**src/rtl/mod53_inv_const_mul_seq.sv**
```systemverilog
// Bit-serial MSB-first constant multiply modulo MOD (default: x*31 mod 53, inverse of x*65).
// Valid/ready on both sides; one residue in flight, result held until consumed.
//   state | meaning
//   IDLE  | ready for a new residue
//   RUN   | one shift-add-reduce step per cycle over the bits of K
//   DONE  | result presented, waiting for out_ready
module mod53_inv_const_mul_seq #(
  parameter int MOD = 53,
  parameter int W   = 6,
  parameter int K   = 31
) (
  input  logic         clk,
  input  logic         rst,
  input  logic         in_valid,
  output logic         in_ready,
  input  logic [W-1:0] in_data,
  output logic         out_valid,
  input  logic         out_ready,
  output logic [W-1:0] out_data,
  output logic         out_oor,
  output logic         busy
);

  localparam int           CW    = (W > 1) ? $clog2(W) : 1;
  localparam logic [W:0]   MOD_X = (W+1)'(MOD);
  localparam logic [W-1:0] MOD_W = W'(MOD);
  localparam logic [W-1:0] K_V   = W'(K);

  typedef enum logic [1:0] {IDLE, RUN, DONE} state_t;

  state_t        r_state;
  logic [W-1:0]  r_r;
  logic [W-1:0]  r_acc;
  logic [CW-1:0] r_cnt;
  logic          r_in_ready;
  logic          r_out_valid;
  logic [W-1:0]  r_out_data;
  logic          r_oor;
  logic          r_busy;

  logic [W-1:0]  w_dbl_red;
  logic [W-1:0]  w_sum_red;
  logic [W-1:0]  w_acc_nxt;
  logic [W-1:0]  w_r_load;
  logic          w_oor;

  // Any v < 2*MOD reduces with one conditional subtract; the true result fits in W bits.
  function automatic logic [W-1:0] red(input logic [W:0] v);
    return (v >= MOD_X) ? (v[W-1:0] - MOD_W) : v[W-1:0];
  endfunction

  always_comb begin
    w_dbl_red = red({r_acc, 1'b0});
    w_sum_red = red({1'b0, w_dbl_red} + {1'b0, r_r});
    w_acc_nxt = K_V[r_cnt] ? w_sum_red : w_dbl_red;
    w_oor     = ({1'b0, in_data} >= MOD_X);
    w_r_load  = red({1'b0, in_data});
  end

  always_ff @(posedge clk) begin
    if (rst) begin
      r_state     <= IDLE;
      r_r         <= '0;
      r_acc       <= '0;
      r_cnt       <= '0;
      r_in_ready  <= 1'b1;
      r_out_valid <= 1'b0;
      r_out_data  <= '0;
      r_oor       <= 1'b0;
      r_busy      <= 1'b0;
    end else begin
      case (r_state)
        IDLE: begin
          if (in_valid) begin
            r_r        <= w_r_load;
            r_oor      <= w_oor;
            r_acc      <= '0;
            r_cnt      <= CW'(W-1);
            r_state    <= RUN;
            r_in_ready <= 1'b0;
            r_busy     <= 1'b1;
          end
        end
        RUN: begin
          r_acc <= w_acc_nxt;
          if (r_cnt == '0) begin
            r_state     <= DONE;
            r_out_valid <= 1'b1;
            r_out_data  <= w_acc_nxt;
          end else begin
            r_cnt <= r_cnt - CW'(1);
          end
        end
        DONE: begin
          if (out_ready) begin
            r_state     <= IDLE;
            r_out_valid <= 1'b0;
            r_out_data  <= '0;
            r_in_ready  <= 1'b1;
            r_busy      <= 1'b0;
          end
        end
        default: r_state <= IDLE;
      endcase
    end
  end

  assign in_ready  = r_in_ready;
  assign out_valid = r_out_valid;
  assign out_data  = r_out_data;
  assign out_oor   = r_oor;
  assign busy      = r_busy;

endmodule

```
**config.mk**
```make
export PLATFORM = sky130hd
export DESIGN_NAME = mod53_inv_const_mul_seq
export DESIGN_NICKNAME = d
export VERILOG_FILES = /design/src/rtl/mod53_inv_const_mul_seq.sv
export SDC_FILE = /design/constraint.sdc
export NUM_CORES = 1
export LEC_CHECK = 0
export CAP_MARGIN = 20
export CORE_ASPECT_RATIO = 1.2
export CORE_MARGIN = 1.5
export CORE_UTILIZATION = 56
export CTS_CLUSTER_SIZE = 30
export DETAILED_ROUTE_END_ITERATION = 6
export GPL_ROUTABILITY_DRIVEN = 1
export HOLD_SLACK_MARGIN = 0.08
export PLACE_DENSITY = 0.82
export SLEW_MARGIN = 10
export SYNTH_ARGS = -nofsm -noshare
export SYNTH_HDL_FRONTEND = slang
export SYNTH_SLANG_ARGS = --single-unit
```
**constraint.sdc**
```tcl
create_clock -name clk -period 3.57 [get_ports clk]
set_clock_uncertainty 0.15 [all_clocks]
set_input_delay 0.357 -clock clk [delete_from_list [all_inputs] [get_ports clk]]
set_output_delay 0.357 -clock clk [all_outputs]
set_load 0.01 [all_outputs]
```
==> results.toml <==
[place]
io_buffers = 19
gp_congestion = 0.831
dp_slack_ns = 0.0782
place_hpwl_um = 3240
place_area_mm2 = 0.00220

[cells_and_area]
fin_util_pct = 67.5
nNetsFinal = 282
n_antenna_cell = 0
syn_to_final_growth_pct = 15.2
drive_above_1_share_pct = 11.4
final_area_mm2 = 0.00227

[cts]
cts_buffer_depth = 2
clkTransAtPathRegs_ns = 0.10
cts.sinks = 28
cts_max_level = 1
clockRootBuffer = "clkbuf_8"
clk_latency_ns = 0.28
cts_tree = "yes"
cts_buffers = 3

[floorplanning]
std_cell_rows = 23
die_h_um = 68.0
core_area_mm2 = 0.00337
pin_count = 20
chipWidth_um = 57.2
start_util_pct = 58.6
die-area_mm2 = 0.00389

[route]
final_antenna_net_count = 0
drc_errors = 0
wl_per_cell_um = 14.2
dr.first_iter.drc_count = 93
wirelength_um = 4150
dr.pass1.iters = 4
vias = 1752
routed_via_density = 6.00

[yosys]
synth_area_per_cell_um2 = 8.40
synth_ff_type = "dfxtp_1"
synthTopCellsByArea = "dfxtp_1, ha_1, nor2_1, a21oi_1, nand2_1"
synth-seq-cells = 28
yosysWarnings = 0
syn_nets = 261
synth_top_cells_by_count = "dfxtp_1, nor2_1, nand2_1"
synth_cell_type_count = 48
synth_top_area_cell = "dfxtp_1"
synth_edf_count = 0
synth.most_common_cell = "dfxtp_1"
synthArstFlopShare_pct = 0
ys_seq_area_share_pct = 28.4
synth_top_cell_area_share_pct = 28.4
synthesis.area_mm2 = 0.00197
netlist_instances = 235

[critical_path]
worst_ep_arrival_time_ns = 3.56
crit_chain = "ha_1, o21a_1, a21oi_2, inv_1, ha_1, fa_1, inv_1, ha_1, nor3_2, nor2_2, nor3_4, o311ai_4, mux2_4, o21ai_1"
path_common_cell = "ha_1"
criticalPathCategory = "flop to flop"
worstSetupStartpointType = "flop"
critPathSlowestCell = "fa_1"
endpoint_kind = "flop"
path_max_fanout = 4
cp_slowest_stage_delay_ns = 0.55
worstPathRequired_ns = 3.64

[pwr]
internal-power_mw = 0.596
p_leak_nw = 0.920
power_density_mw_per_mm2 = 404
pwr-share-comb_pct = 38.0
switching_power_mw = 0.322
swShare_pct = 35.1
ir_drop_v = 0.000316
pwr-share-clk_pct = 21.5
seqPwrFrac_pct = 40.5

[global_routing]
grt_max_degree = 21
grt_usage_pct = 22.3
grt_pass1_wl_um = 6870
grt_pass1_vias = 1625
antenna_found_initial = 0
gr-total-overflow = 0

[timing]
final.setup.tns_ns = 0
slew_violations = 0
hold_violations = 0
hold-worst-slack_ns = 0.304
period_share_pct = 97.9
fin_ws_ns = 0.0761
tightestPinTransition_ns = 0.782
finalCriticalPeriod_ns = 3.49
relSlewSlack_pct = 47.6
setup_viol = 0
timing.fmax_mhz = 286

[run_status]
status = "finished, final reports clean"

[flow_run]
drv_cap = 0

[min_path]
hp-class = "flop to flop"
[flip-flops by register name (all words and copies together), names as in the netlist, 2 cells and up, named ones only]
register / flops
r_r: 6
out_data: 6
r_state: 2
r_cnt: 3
r_acc: 6
[placed cells by master, fill, tap and decap left out, types with 4 or more instances in the layout]
cell type        count
clkbuf_8             4
nor2b_1              5
inv_1               10
o21ai_1              4
xnor2_1              6
buf_4                5
nand3_1              9
dfxtp_1             26
a211oi_1             5
nor3_1               5
ha_1                15
nor2_1              26
nand2b_1             8
nand2_1             22
o21ai_0              8
a21oi_1             19
clkdlybuf4s50_1     19
[cells by family (layout without fill, tap and decap cells)]
logic type / count (synthesis) / count (layout) / share of synthesized area [%]
adders and majority gates: 16 / 16 / 10.5
DFF: 28 / 28 / 28.4
AOI/OAI and AO/OA: 70 / 70 / 26.3
buffers and inverters: 18 / 38 / 3.87
and+or+nand+nor: 84 / 84 / 20.5
xor gates and xnor gates: 11 / 11 / 5.64
muxes: 8 / 8 / 4.82
[critical path, delay by kind of cell, from the launching register on]
kind / cells / cell delay, ns
AND/OR/NAND/NOR: 3 / 0.52
AO/OA/AOI/OAI: 4 / 0.68
multiplexers: 1 / 0.35
flip-flops: 1 / 0.35
buffers and inverters: 2 / 0.18
adder cells (fa/ha/maj): 4 / 1.21
[per-stage QoR]
stage | total power, mW | std cells
2_1_floorplan | 0.633 | 235
3_3_place_gp | 0.707 | 287
3_5_place_dp | 0.716 | 287
4_1_cts | 0.913 | 291
5_1_grt | 0.968 | 292
6_report | 0.918 | 292
[worst paths after layout]
path	to	cells after the start	start	slack [ns]
setup reg to reg	out_data[1]	14	r_acc[0]	0.08
hold reg to reg	out_data[2]	2	out_data[2]	0.30
setup / recovery	out_data[1]	14	r_acc[0]	0.08
hold / removal	out_data[2]	2	out_data[2]	0.30
[per-layer routing]
| metal | routed length [µm] | track usage (%) |
|---|---|---|
| met5 | 0 | 0 |
| met4 | 59 | 8.72 |
| met3 | 127 | 3.40 |
| met2 | 2170 | 41.5 |
| met1 | 1790 | 25.5 |
[layout make-up]
type / count / area [µm²]
Multi-Input combinational cell: 189 / 1340
Sequential cell: 28 / 563
Tap cell: 37 / 46.3
Timing Repair Buffer: 24 / 228
Fill cell: 287 / 1090
Inverter: 10 / 37.5
Clock buffer: 4 / 55.1
[power by group through the flow]
stage / Clock (mW) / Sequential (mW) / Combinational, mW
finish: 0.197 / 0.372 / 0.348
global route: 0.210 / 0.377 / 0.381
CTS: 0.200 / 0.371 / 0.341
detailed placement: 0 / 0.379 / 0.337
global placement: 0 / 0.377 / 0.330
floorplan: 0 / 0.369 / 0.265
[timing repair]
item | 4_1_cts | 5_1_grt
setup buffers | 0 | 1
setup endpoints to repair | 0 | 11
resized for setup | 0 | 4
hold buffers | 0 | 0
No activity file was read; power rests on OpenSTA's default activity.
